===== src/rtl/muldiv_pkg.sv =====
// Shared types and decode helpers for the iterative RV32M multiply/divide unit.
package muldiv_pkg;

    // Encodings match the RV32M funct3 field.
    typedef enum logic [2:0] {
        OP_MUL    = 3'd0,
        OP_MULH   = 3'd1,
        OP_MULHSU = 3'd2,
        OP_MULHU  = 3'd3,
        OP_DIV    = 3'd4,
        OP_DIVU   = 3'd5,
        OP_REM    = 3'd6,
        OP_REMU   = 3'd7
    } muldiv_op_e;

    typedef enum logic [1:0] {
        ST_IDLE = 2'd0,
        ST_CALC = 2'd1,
        ST_FIX  = 2'd2,
        ST_DONE = 2'd3
    } muldiv_state_e;

    // Any of DIV, DIVU, REM, REMU.
    function automatic logic is_div(input muldiv_op_e op);
        return (op inside {OP_DIV, OP_DIVU, OP_REM, OP_REMU});
    endfunction

    // REM and REMU return the remainder instead of the quotient.
    function automatic logic is_rem(input muldiv_op_e op);
        return (op inside {OP_REM, OP_REMU});
    endfunction

    // rs1 is treated as two's complement. MUL is listed because its low
    // product bits do not depend on operand signedness.
    function automatic logic is_signed_a(input muldiv_op_e op);
        return (op inside {OP_MUL, OP_MULH, OP_MULHSU, OP_DIV, OP_REM});
    endfunction

    // rs2 is treated as two's complement (MULHSU keeps rs2 unsigned).
    function automatic logic is_signed_b(input muldiv_op_e op);
        return (op inside {OP_MUL, OP_MULH, OP_DIV, OP_REM});
    endfunction

endpackage


===== src/rtl/muldiv_unit.sv =====
// Iterative radix-2 multiply / restoring divide unit for RV32M.
//
// Handshake: a request is taken on a rising edge where in_valid && in_ready
// && !flush; the requester holds in_valid until then. The result is
// presented with a single-cycle out_valid pulse and stays on result until
// the next pulse. flush drops any operation in flight without a pulse.
//
// Datapath sharing: opnd_q holds the multiplicand (multiply) or the divisor
// (divide); shift_q holds the multiplier / dividend and collects the low
// product bits / quotient bits; acc_q is the XLEN+1 bit partial-sum /
// remainder register.
module muldiv_unit
    import muldiv_pkg::*;
#(
    parameter int XLEN = 32
) (
    input  logic            clk,
    input  logic            rst_n,
    input  logic            in_valid,
    output logic            in_ready,
    input  logic [2:0]      op,
    input  logic [XLEN-1:0] rs1,
    input  logic [XLEN-1:0] rs2,
    input  logic            flush,
    output logic            out_valid,
    output logic [XLEN-1:0] result
);

    localparam int CW = $clog2(XLEN);
    localparam logic [XLEN-1:0] MIN_VAL = {1'b1, {(XLEN-1){1'b0}}};

    muldiv_state_e   state_q, state_d;
    muldiv_op_e      op_q, op_d;
    logic [XLEN-1:0] opnd_q, opnd_d;
    logic [XLEN-1:0] shift_q, shift_d;
    logic [XLEN:0]   acc_q, acc_d;
    logic [CW-1:0]   cnt_q, cnt_d;
    logic            sign_res_q, sign_res_d;
    logic            sign_rem_q, sign_rem_d;
    logic [XLEN-1:0] result_q, result_d;

    // Request decode
    muldiv_op_e      in_op;
    logic            accept;
    logic            a_neg, b_neg;
    logic [XLEN-1:0] a_mag, b_mag;
    logic            div_zero, div_ovf, fast;
    logic [XLEN-1:0] fast_res;

    // Iteration and fix-up
    logic [XLEN:0]     mul_sum;
    logic [XLEN:0]     rem_sh;
    logic [XLEN+1:0]   div_diff;
    logic              div_ge;
    logic [2*XLEN-1:0] prod, prod_s;
    logic [XLEN-1:0]   quo_s, rem_s, fix_res;

    // Decode the incoming request, operand magnitudes and fast-path result.
    always_comb begin
        in_op    = muldiv_op_e'(op);
        accept   = in_valid && (state_q == ST_IDLE) && !flush;
        a_neg    = is_signed_a(in_op) && rs1[XLEN-1];
        b_neg    = is_signed_b(in_op) && rs2[XLEN-1];
        a_mag    = a_neg ? -rs1 : rs1;
        b_mag    = b_neg ? -rs2 : rs2;
        div_zero = (rs2 == '0);
        div_ovf  = (in_op inside {OP_DIV, OP_REM}) && (rs1 == MIN_VAL) && (rs2 == '1);
        fast     = is_div(in_op) && (div_zero || div_ovf);
        fast_res = '0;
        if (div_zero) begin
            fast_res = is_rem(in_op) ? rs1 : '1;
        end else if (div_ovf) begin
            fast_res = is_rem(in_op) ? '0 : MIN_VAL;
        end
    end

    // One radix-2 step of multiply and restoring divide, plus final sign fix-up.
    always_comb begin
        // Multiply: acc_q[XLEN:1] is the running high half, acc_q[0] has
        // already been shifted into shift_q.
        mul_sum  = {1'b0, acc_q[XLEN:1]} + {1'b0, (shift_q[0] ? opnd_q : '0)};
        // Divide: bring the next dividend bit in and trial-subtract.
        rem_sh   = {acc_q[XLEN-1:0], shift_q[XLEN-1]};
        div_diff = {1'b0, rem_sh} - {2'b00, opnd_q};
        div_ge   = !div_diff[XLEN+1];

        prod     = {acc_q[XLEN:1], shift_q};
        prod_s   = sign_res_q ? -prod : prod;
        quo_s    = sign_res_q ? -shift_q : shift_q;
        rem_s    = sign_rem_q ? -acc_q[XLEN-1:0] : acc_q[XLEN-1:0];

        case (op_q)
            OP_MUL:                        fix_res = prod_s[XLEN-1:0];
            OP_MULH, OP_MULHSU, OP_MULHU:  fix_res = prod_s[2*XLEN-1:XLEN];
            OP_DIV, OP_DIVU:               fix_res = quo_s;
            OP_REM, OP_REMU:               fix_res = rem_s;
            default:                       fix_res = '0;
        endcase
    end

    // FSM state register.
    always_ff @(posedge clk or negedge rst_n) begin
        if (!rst_n) begin
            state_q <= ST_IDLE;
        end else begin
            state_q <= state_d;
        end
    end

    // FSM next state: flush always wins and returns to IDLE.
    always_comb begin
        state_d = state_q;
        case (state_q)
            ST_IDLE: begin
                if (accept) begin
                    state_d = fast ? ST_DONE : ST_CALC;
                end
            end
            ST_CALC: begin
                if (flush) begin
                    state_d = ST_IDLE;
                end else if (cnt_q == '0) begin
                    state_d = ST_FIX;
                end
            end
            ST_FIX: begin
                state_d = flush ? ST_IDLE : ST_DONE;
            end
            ST_DONE: begin
                state_d = ST_IDLE;
            end
            default: begin
                state_d = ST_IDLE;
            end
        endcase
    end

    // FSM outputs: both handshake outputs are pure functions of the state.
    always_comb begin
        in_ready  = 1'b0;
        out_valid = 1'b0;
        case (state_q)
            ST_IDLE: in_ready  = 1'b1;
            ST_DONE: out_valid = 1'b1;
            default: begin
                in_ready  = 1'b0;
                out_valid = 1'b0;
            end
        endcase
    end

    // Datapath next values: load on accept, iterate in CALC, select in FIX.
    always_comb begin
        op_d       = op_q;
        opnd_d     = opnd_q;
        shift_d    = shift_q;
        acc_d      = acc_q;
        cnt_d      = cnt_q;
        sign_res_d = sign_res_q;
        sign_rem_d = sign_rem_q;
        result_d   = result_q;

        case (state_q)
            ST_IDLE: begin
                if (accept && fast) begin
                    result_d = fast_res;
                end else if (accept) begin
                    op_d       = in_op;
                    opnd_d     = is_div(in_op) ? b_mag : a_mag;
                    shift_d    = is_div(in_op) ? a_mag : b_mag;
                    acc_d      = '0;
                    cnt_d      = CW'(XLEN - 1);
                    sign_res_d = a_neg ^ b_neg;
                    sign_rem_d = a_neg;
                end
            end
            ST_CALC: begin
                if (!flush) begin
                    if (is_div(op_q)) begin
                        acc_d   = div_ge ? div_diff[XLEN:0] : rem_sh;
                        shift_d = {shift_q[XLEN-2:0], div_ge};
                    end else begin
                        acc_d   = mul_sum;
                        shift_d = {mul_sum[0], shift_q[XLEN-1:1]};
                    end
                    cnt_d = cnt_q - 1'b1;
                end
            end
            ST_FIX: begin
                if (!flush) begin
                    result_d = fix_res;
                end
            end
            default: begin
                result_d = result_q;
            end
        endcase
    end

    // Datapath registers.
    always_ff @(posedge clk or negedge rst_n) begin
        if (!rst_n) begin
            op_q       <= OP_MUL;
            opnd_q     <= '0;
            shift_q    <= '0;
            acc_q      <= '0;
            cnt_q      <= '0;
            sign_res_q <= 1'b0;
            sign_rem_q <= 1'b0;
            result_q   <= '0;
        end else begin
            op_q       <= op_d;
            opnd_q     <= opnd_d;
            shift_q    <= shift_d;
            acc_q      <= acc_d;
            cnt_q      <= cnt_d;
            sign_res_q <= sign_res_d;
            sign_rem_q <= sign_rem_d;
            result_q   <= result_d;
        end
    end

    assign result = result_q;

endmodule


===== config.mk =====
export PLATFORM = sky130hd
export DESIGN_NAME = muldiv_unit
export DESIGN_NICKNAME = d
export VERILOG_FILES = /design/src/rtl/muldiv_pkg.sv /design/src/rtl/muldiv_unit.sv
export SDC_FILE = /design/constraint.sdc
export NUM_CORES = 1
export LEC_CHECK = 0
export CORE_UTILIZATION = 42
export CTS_CLUSTER_SIZE = 20
export DETAILED_ROUTE_END_ITERATION = 10
export HOLD_SLACK_MARGIN = 0.08
export PLACE_DENSITY_LB_ADDON = 0.1
export SYNTH_ARGS = -nofsm -noshare
export SYNTH_HDL_FRONTEND = slang
export SYNTH_SLANG_ARGS = --single-unit

===== constraint.sdc =====
create_clock -name clk -period 11.1 [get_ports clk]
set_clock_uncertainty 0.15 [all_clocks]
set_input_delay 1.665 -clock clk [delete_from_list [all_inputs] [get_ports clk]]
set_output_delay 1.665 -clock clk [all_outputs]
set_load 0.05 [all_outputs]

Word-level counts from Yosys, hierarchy flattened
Index checks and enable logic that the tools add are counted.
Widths: inputs -> output; s select.
{ "totals": {"in_bits": 71, "output_inout_bits": 34, "register_bits": 141, "wordCells": 113} }
{ "op_classes": {"muxes": 39, "n_reduce_logical": 31, "addsub": 8, "n_bitwise": 2, "eq_ne": 24} }
{ "op_table": {"columns": ["operator", "count"], "rows": [
  ["$mux 32", 17],
  ["$mux 33", 5],
  ["$neg 32->32", 4],
  ["$pmux 32 s2", 2],
  ["$pmux 32 s4", 1],
  ["$pmux 33 s2", 1],
  ["$eq 32x32->1 const B", 2],
  ["$mux 64", 1],
  ["$neg 64->64", 1],
  ["$sub 33x32->34", 1],
  ["$add 32x32->33", 1],
  ["$logic_not 32->1", 1],
  ["$eq 3x3->1 const B", 8],
  ["$mux 5", 3],
  ["$reduce_bool 4->1", 3],
  ["$mux 2", 5],
  ["$pmux 5 s2", 1],
  ["$eq 3x2->1 const B", 3],
  ["$logic_and 1x1->1", 8],
  ["$ne 2x2->1 const B", 4],
  ["$pmux 2 s4", 1],
  ["$reduce_bool 2->1", 4],
  ["$eq 3x1->1 const B", 2],
  ["$logic_not 3->1", 2],
  ["other kinds (18)", 23]
]} }

Logic depth before layout (Yosys ltp)
Gate-level depths: netlist (run 1).
{ "logic_depth": {"word_depth": 9, "depth_mapped": 14} }

Worst setup path before layout (run 1)
OpenSTA, ideal clock, no wires.
{ "synth_path": {"path_type": "input-to-reg", "startpoint": "in rs2[16]", "endpoint": "reg shift_q[28]", "arrival_ns": 4.319, "path_stages": 11, "setup_time_ns": 0.124, "path_slack_ns": 6.507, "cell_sequence": "or4_4 -> or4_4 -> or4_4 -> nor4_4 -> o21ai_2 -> nor2b_4 -> buf_6 -> nor2_8 -> buf_6 -> nor3_1 -> a211o_1"} }
{ "synth_via": {"elab_chain_cells": 7, "word_cells_on_any_way": 14, "classes_between": "add/sub: 1; eq/ne: 2; mux: 5; reduce/logical: 6"} }
{ "synth_rtl": {"columns": ["element", "line", "source"], "rows": [
  ["from (decl)", "muldiv_unit.sv:23", "input logic [XLEN-1:0] rs2,"],
  ["branches (longest 7 deep; another with $neg 32->32)", null, null],
  ["to (signal assigned)", "muldiv_unit.sv:214", "shift_q <= shift_d;"],
  ["to (decl)", "muldiv_unit.sv:35", "logic [XLEN-1:0] shift_q, shift_d;"]
]} }
Several ways; the timed one is not identified. The select of a mux whose other input is x is not followed.
A chain may end at the register's enable or synchronous reset.

Worst setup path after layout (run 1)
{ "layout_path": {"startpoint": "in rs2[14]", "endpoint": "reg shift_q[22]"} }
Same word-level chain as after synthesis.

==> results of run 1 <==
==> metrics by stage <==
step / utilization / std cells / total power [uW] / instance area, um2 / worst slack [ps]
2_1_floorplan: - / 2090 / 3090 / 15180 / 6507
3_3_place_gp: 0.4601 / 2522 / 4000 / 16360 / 4851
3_5_place_dp: 0.4601 / 2522 / 4008 / 16360 / 4772
4_1_cts: 0.4779 / 2554 / 4665 / 17000 / 5265
5_1_grt: 0.4779 / 2554 / 5049 / 17000 / 5017
6_report: 0.4780 / 2555 / 4732 / 17000 / 5223
==> where the power goes <==
part / switching (uW) / internal (uW) / total (uW)
logic: 1890 / 1120 / 3020
registers: 382 / 690 / 1070
clock network: 261 / 383 / 644
total: 2530 / 2200 / 4730
==> cell usage after synthesis (all sizes together) (8+ instances only) <==
cell type,count
o22a,10
xor2,98
mux2i,39
nor4,21
nor2b,12
a211oi,20
buf,21
a21o,20
a31oi,27
or2,8
o211ai,25
o21ai,212
o21a,9
and2,11
a221oi,8
nand4,26
inv,68
a21oi,199
xnor2,104
nor3,48
nand2,211
o22ai,19
nand2b,21
nor2,241
or4,21
a22oi,12
o41ai,12
ha,71
o221ai,13
nand3,41
dfrtp,141
o21bai,10
clkbuf,135
or3,30
o31ai,36
mux2,10
==> critical path, stage by stage <==
cell	delay, ps
clkdlybuf4s50_1	530
or4_4	560
or4_4	450
or4_4	590
nor4_4	250
o21ai_2	150
nand2b_2	120
buf_4	530
nand2_2	750
o22a_1	460
==> layout make-up <==
class                           instances  share of cell area
Antenna cell                            1           0.0001472
Clock inverter                         13             0.01126
Tap cell                              461             0.03393
Clock buffer                           19             0.02605
Sequential cell                       141              0.2076
Multi-Input combinational cell       1725              0.6348
Inverter                               68             0.01501
Timing Repair Buffer                  127             0.07117
==> layer usage <==
metal	up-vias	share of wire
met5	-	0.00020
met4	2	0.052
met3	128	0.076
met2	708	0.42
met1	7858	0.45
li1	7515	-
==> cell families (layout without fill, tap and decap cells) <==
kind of cell,count (synthesis),count (layout),synth area share
fa+ha+maj,73,73,0.06115
compound gates,691,691,0.2807
mux,49,49,0.03313
flops,141,141,0.2324
simple gates,710,710,0.2185
buf+inv,224,227,0.05761
other cells,0,1,0
xor+xnor,202,202,0.1165
==> sequential cells by signal (all words and copies together) (netlist names) <==
signal      count
acc_q          33
state_q         2
sign_res_q      1
shift_q        32
sign_rem_q      1
op_q            3
result         32
opnd_q         32
cnt_q           5
==> cells in the final DEF (no fill, tap or decap), drive strengths merged, types with 30 or more instances in the layout <==
master and instances:
nor2 241, ha 71, nor3 48, mux2i 39, inv 68, dfrtp 141
o31ai 36, nand3 41, xnor2 104, xor2 98, or3 30, nand2 211
o21ai 212, a21oi 199, clkdlybuf4s50 102
==> path summary, 6_finish.rpt <==
| check | slack (ps) | startpoint | end | depth (start not counted) |
|---|---|---|---|---|
| setup / recovery | 5220 | rs2[14] | shift_q[22]$_DFFE_PN0P_ | 10 |
| hold / removal | 320 | result[17]$_DFFE_PN0P_ | result[17]$_DFFE_PN0P_ | 2 |
| setup reg to reg | 6330 | shift_q[0]$_DFFE_PN0P_ | acc_q[32]$_DFFE_PN0P_ | 13 |
| hold reg to reg | 320 | result[17]$_DFFE_PN0P_ | result[17]$_DFFE_PN0P_ | 2 |
| max in group asynchronous | 8270 | rst_n | op_q[2]$_DFFE_PN0P_ | 2 |
| min in group asynchronous | 1080 | rst_n | result[20]$_DFFE_PN0P_ | 1 |
==> results.json, run 1 <==
{
  "arrival_ps": 6080,
  "portBuffers": 104,
  "cts-root-buf": "clkbuf_16",
  "peakVddDrop_uv": 133.3,
  "numClockSinks": 141,
  "yosys.area.top_type": "dfrtp_1",
  "post_cts_resized": 0,
  "drt_first_pass_iters": 6,
  "crit_type": "input port to flop",
  "via_per_inst": 6.345,
  "dieArea_um2": 36910,
  "synthTopCellsByArea": "dfrtp_1 23%, o21ai_0 6.9%, a21oi_1 6.6%, xnor2_1 6.0%, nor2_1 5.9%",
  "busiest_layer": "met2",
  "core_area_um2": 35570,
  "synth.avg_cell_area_um2": 7.264,
  "grt-ovfl-total": 0,
  "met2_usage": 0.5058,
  "cts_buffer_depth": 2,
  "die_w_um": 192.1,
  "num-nets-final": 2224,
  "yosysWarnings": 0,
  "hold_class": "flop to flop",
  "seq_area_frac_synth": 0.2324,
  "ys_ff_latch": 141,
  "crit_fanout": 58,
  "die_y_um": 192.1,
  "run_status": "complete, no violations",
  "endpoint_kind": "flop",
  "cts_tree": "done",
  "synth-edff-count": 0,
  "synth_top_area_share": 0.2324,
  "clk-insertion-delay-late_ps": 470,
  "fin_worst_hold_slack_ps": 322.1,
  "met3_usage": 0.06450,
  "drc": 0,
  "postCtsHoldBufs": 0,
  "clock.fmax_mhz": 170.1,
  "setup_tns_ps": 0,
  "grt_max_degree": 104,
  "area.sequential_um2": 3530,
  "critPathLaunchType": "input port",
  "multiInputGateArea_um2": 10790,
  "clk_pin_slew_ps": 70,
  "cap_violations": 0,
  "worstPathRequired_ps": 11300,
  "routed_wl_mm": 63.66,
  "first_global_vias": 15006,
  "drive_gt1_frac": 0.04634,
  "grt_first_pass_wirelength_mm": 95.13,
  "postCtsSetupBuffers": 0,
  "place_congestion": 1.005,
  "io_pins": 105,
  "synthesis.instances": 2090,
  "maxSlewHeadroom": 0.1980,
  "leakage_uw": 0.006725,
  "synth.distinct_cells": 80,
  "async_flop_share": 1.000,
  "worst_pin_slew_ps": 1200,
  "finalHoldViolCount": 0,
  "htree_levels": 4,
  "num_rows": 69,
  "num_vias": 16211,
  "drt_iter0_markers": 1789,
  "cts_made_buffers": 17,
  "setup_viol": 0,
  "area_growth_pct": 11.98,
  "gr-usage-all-layers": 0.3502,
  "initial_core_util": 0.4268,
  "ant_nets": 0,
  "synth-main-ff-cell": "dfrtp_1",
  "drv_slew": 0,
  "fill_cells": 3670,
  "post_drt_wl_per_cell_um": 24.91,
  "place_hpwl_mm": 48.93,
  "min_period_over_period": 0.5295,
  "fin_crit_ps": 5877,
  "synthesis.area_um2": 15180,
  "antenna_found_initial": 1,
  "syn_nets": 2234,
  "power.density_nw_per_um2": 278.3,
  "met1_usage": 0.4939,
  "rsz0062_at_grt": "false"
}
No activity file was read; power rests on OpenSTA's default activity.
==> run 2: changes to the inputs <==
Clock period 11.1 ns to 5.6 ns, I/O delays scaled along.
==> run 2 against run 1 <==
- sequential share of layout area down 0.056 points
- cell area up 0.27%
- cell count up 0.23%
- critical endpoint is now acc_q[14]$_DFFE_PN0P_
- largest cell class unchanged
- highest routed layer is now met4
==> results.json, run 2 (synthesized netlist as in run 1, its figures left out) <==
{
  "clk-insertion-delay-late_ps": 460,
  "dieArea_um2": 36910,
  "power.density_nw_per_um2": 555.9,
  "gr-usage-all-layers": 0.3563,
  "top_register": "acc_q",
  "place_hpwl_mm": 50.47,
  "cts_tree": "done",
  "maxSlewHeadroom": 0.3060,
  "drv_slew": 0,
  "crit_buf_inv": 2,
  "total_power_uw": 9476,
  "crit_type": "flop to flop",
  "area_growth_pct": 12.29,
  "pwr-share-clk": 0.134,
  "grt_first_pass_wirelength_mm": 96.70,
  "rr_endpoint": "acc_q[14]$_DFFE_PN0P_",
  "largest_reg_flops": 33,
  "postCtsSetupBuffers": 0,
  "fill_cells": 3680,
  "cts_made_buffers": 17,
  "finalHoldViolCount": 0,
  "hold_class": "input port to async pin",
  "dpl_worst_slack_ps": 890.7,
  "rsz0062_at_grt": "false",
  "leakage_uw": 0.006763,
  "worst_pin_slew_ps": 1037,
  "portBuffers": 104,
  "clk_pin_slew_ps": 70,
  "layout_common_cells": "238 x nor2_1, 210 x nand2_1, 209 x o21ai_0",
  "arrival_ps": 4580,
  "initial_core_util": 0.4268,
  "min_period_over_period": 0.7814,
  "post_drt_wl_per_cell_um": 25.48,
  "core_area_um2": 35570,
  "grt-ovfl-total": 0,
  "num_vias": 16295,
  "place_congestion": 1.053,
  "fin_crit_ps": 4376,
  "die_y_um": 192.1,
  "run_status": "complete, no violations",
  "rr_worst_depth": 11,
  "setup_tns_ps": 0,
  "postLayoutCellArea_um2": 17050,
  "fin_ws_ps": 1224,
  "cap_violations": 0,
  "r2r-start": "acc_q[5]$_DFFE_PN0P_",
  "io_pins": 105,
  "first_global_vias": 15046,
  "cp_top_family": "compound AO/OA/AOI/OAI gates",
  "worstPathRequired_ps": 5800,
  "post_cts_resized": 0,
  "endpoint_kind": "flop",
  "drc": 0,
  "regToRegSetupSlack_ps": 1220,
  "drt_iter0_markers": 1733,
  "crit_start": "acc_q[5]$_DFFE_PN0P_",
  "htree_levels": 4,
  "setup_viol": 0,
  "grt_max_degree": 96,
  "crit_slowest_cell": "dfrtp_1",
  "routed_wl_mm": 65.26,
  "die_w_um": 192.1,
  "switching_share": 0.5363,
  "cts-root-buf": "clkbuf_16",
  "clock.fmax_mhz": 228.5,
  "drt_first_pass_iters": 7,
  "ant_nets": 0,
  "cts_buffer_depth": 2,
  "critPathLaunchType": "flop",
  "cp_cell_sequence": "ha_1 -> a2111o_1 -> o21ai_0 -> a21oi_1 -> o21ai_0 -> buf_4 -> and2_1 -> buf_4 -> or3_1 -> a31oi_1 -> a31o_2",
  "diodes": 0,
  "peakVddDrop_uv": 297.9,
  "critPathMaxStageDelay_ps": 800,
  "p_seq_frac": 0.219,
  "num_rows": 69,
  "numClockSinks": 141,
  "p_comb_frac": 0.647,
  "placed_area_um2": 16420,
  "drive_gt1_frac": 0.04952,
  "layout_commonest_cell": "nor2_1",
  "via_per_inst": 6.363,
  "power.internal_uw": 4394,
  "antenna_found_initial": 0,
  "crit_fanout": 13,
  "num-nets-final": 2232,
  "postCtsHoldBufs": 0,
  "p_sw_uw": 5082
}
==> run 2: cell types whose count changed in the layout (fill, tap and decap cells not counted), sizes merged <==
cell	before	now
diode	1	0
clkbuf	19	20
buf	25	33
clkinv	6	4
==> run 2: worst max-delay path by stage <==
stage	depth (start not counted)	slack [ps]	to
4_1_cts	14	1350	acc_q[32]$_DFFE_PN0P_
5_1_grt	11	1030	result[9]$_DFFE_PN0P_
3_3_place_gp	10	930	shift_q[26]$_DFFE_PN0P_
2_1_floorplan	11	1830	shift_q[28]$_DFFE_PN0P_
6_report	11	1220	acc_q[14]$_DFFE_PN0P_
3_5_place_dp	11	890	result[30]$_DFFE_PN0P_
==> run 2: cell type report <==
class                      count  area [um2]  area share
multi-input combinational   1725       10790      0.6331
sequential                   141        3530      0.2070
timing repair buffer         135        1270     0.07450
tap                          461       576.8     0.03383
clock buffer                  20       456.7     0.02679
inverter                      68       255.2     0.01497
clock inverter                11       166.4    0.009761
==> run 2: per-stage QoR <==
stage	util	cells	hold slack (ps)
2_1_floorplan	-	2090	299.8
3_3_place_gp	0.4618	2530	313.4
3_5_place_dp	0.4618	2530	319.7
4_1_cts	0.4793	2561	188.5
5_1_grt	0.4793	2561	210.1
6_report	0.4793	2561	172.4
==> run 2: power by group through the flow <==
stage,Clock (uW),Sequential [uW],Combinational (uW)
2_1_floorplan,0,1970,4150
3_3_place_gp,0,2070,5980
3_5_place_dp,0,2060,5970
4_1_cts,1280,2050,6010
5_1_grt,1320,2120,6650
6_report,1270,2070,6130
==> run 2: layer usage <==
metal  vias to the layer above  global-route usage  part of all wire
met2                       778              0.5392              0.44
met3                       110             0.05207             0.079
met4                         0              0.1575             0.043
li1                       7562                   -                 -
met1                      7845              0.4989              0.44
met5                         -                   0                 0
==> run 3: changes to the inputs <==
Clock period 5.6 ns to 4.3 ns, I/O delays scaled along.
==> run 3 against run 2 <==
- sequential share of layout area decreased by 0.74 points
- die area stayed put
- clock-buffer cell count is 3 lower
- worst hold slack worse by 76 ps
- global-route usage rose by 0.67 points
- cell count increased by 2.9%
==> results.json, run 3 (synthesized netlist as in run 1, its figures left out) <==
{
  "run_status": "complete, no violations",
  "crit_type": "flop to flop",
  "num_rows": 69,
  "layout_commonest_cell": "nor2_1",
  "cts_made_buffers": 17,
  "drive_gt1_frac": 0.08234,
  "ant_nets": 0,
  "maxSlewHeadroom": 0.2177,
  "area_growth_pct": 16.46,
  "rsz0062_at_grt": "false",
  "routed_wl_mm": 66.13,
  "num_vias": 16601,
  "area.sequential_um2": 3530,
  "cap_violations": 0,
  "power.density_nw_per_um2": 715.6,
  "num-nets-final": 2305,
  "finalHoldViolCount": 0,
  "drv_slew": 0,
  "total_power_uw": 12650,
  "clock.fmax_mhz": 246.6,
  "worst_pin_slew_ps": 1169,
  "drc": 0,
  "die_y_um": 192.1,
  "hold_class": "input port to async pin",
  "antenna_found_initial": 0,
  "cts-root-buf": "clkbuf_16",
  "die_w_um": 192.1,
  "largest_reg_flops": 33,
  "via_per_inst": 6.300,
  "postCtsHoldBufs": 0,
  "dpl_worst_slack_ps": 109.2,
  "core_area_um2": 35570,
  "critPathLaunchType": "flop",
  "io_pins": 105,
  "crit_fanout": 20,
  "endpoint_kind": "flop",
  "fin_worst_hold_slack_ps": 95.91,
  "leakage_uw": 0.007164,
  "multiInputGateArea_um2": 10790,
  "fin_crit_ps": 4055,
  "gr-usage-all-layers": 0.3630,
  "min_period_over_period": 0.9431,
  "first_global_vias": 15533,
  "arrival_ps": 4240,
  "grt-ovfl-total": 0,
  "setup_viol": 0,
  "numClockSinks": 141,
  "cts_tree": "done",
  "dieArea_um2": 36910,
  "layout_common_cells": "238 x nor2_1, 210 x nand2_1, 209 x o21ai_0",
  "initial_core_util": 0.4268,
  "grt_first_pass_wirelength_mm": 98.53,
  "fill_cells": 3594,
  "top_register": "acc_q",
  "drt_iter0_markers": 2014,
  "place_congestion": 1.025,
  "clk_pin_slew_ps": 80,
  "setup_tns_ps": 0,
  "htree_levels": 4,
  "grt_max_degree": 101,
  "cts_buffer_depth": 2,
  "fin_ws_ps": 244.8,
  "place_hpwl_mm": 51.93,
  "drt_first_pass_iters": 6,
  "portBuffers": 104,
  "clk-insertion-delay-late_ps": 470,
  "peakVddDrop_uv": 368.4,
  "worstPathRequired_ps": 4480,
  "post_drt_wl_per_cell_um": 25.10,
  "diodes": 0
}
run 3: what timing repair did:
| action | 4_1_cts | 5_1_grt |
|---|---|---|
| setup buffers | 0 | 0 |
| endpoints found under the hold margin | 0 | 0 |
| resized for setup | 0 | 1 |
| setup endpoints to repair | 0 | 1 |
run 3: where the power goes:
group | switching, uW | internal (uW)
clock | 756 | 830
sequential | 745 | 1790
combinational | 5340 | 3190
total | 6840 | 5810
run 3: area by class of cell:
class	count	area share
clock buffer	17	0.02406
inverter	68	0.01444
timing repair buffer	208	0.1092
sequential	141	0.1996
tap	461	0.03262
clock inverter	15	0.009553
multi-input combinational	1725	0.6105
run 3: final timing paths:
check	start	endpoint	slack, ps	cells past startpoint
worst max-delay path	shift_q[0]$_DFFE_PN0P_	acc_q[32]$_DFFE_PN0P_	240	16
worst min-delay path	rst_n	result[1]$_DFFE_PN0P_	100	1
worst max register to register	shift_q[0]$_DFFE_PN0P_	acc_q[32]$_DFFE_PN0P_	240	16
worst min register to register	result[17]$_DFFE_PN0P_	result[17]$_DFFE_PN0P_	330	2
max in group asynchronous	rst_n	shift_q[24]$_DFFE_PN0P_	3020	2
min in group clk	result[17]$_DFFE_PN0P_	result[17]$_DFFE_PN0P_	330	2
run 3: critical path, stage by stage (launching register included):
cell and delay [ps]:
dfrtp_1 520, inv_1 140, buf_12 180, nor2_1 110, ha_1 270, nor2b_1 180
o2111ai_1 230, a31oi_1 150, nor4_1 320, buf_4 210, o21ai_0 90, buf_4 160
a221oi_1 250, buf_4 170, nor2_1 30, a2111oi_1 570, o21ai_0 180
run 3: per-stage QoR:
step | area [um2] | std cells | util
finish | 17680 | 2635 | 0.4971
global route | 17680 | 2635 | 0.4971
CTS | 17680 | 2635 | 0.4970
detailed placement | 17090 | 2603 | 0.4803
global placement | 17090 | 2603 | 0.4803
floorplan | 15180 | 2090 | -
run 3: per-layer routing:
layer | routed length (um) | global-route usage | vias up
li1 | - | - | 7697
met1 | 29170 | 0.5026 | 7931
met2 | 28020 | 0.5315 | 834
met3 | 5760 | 0.07802 | 139
met4 | 3185 | 0.1732 | 0
met5 | 0 | 0 | -
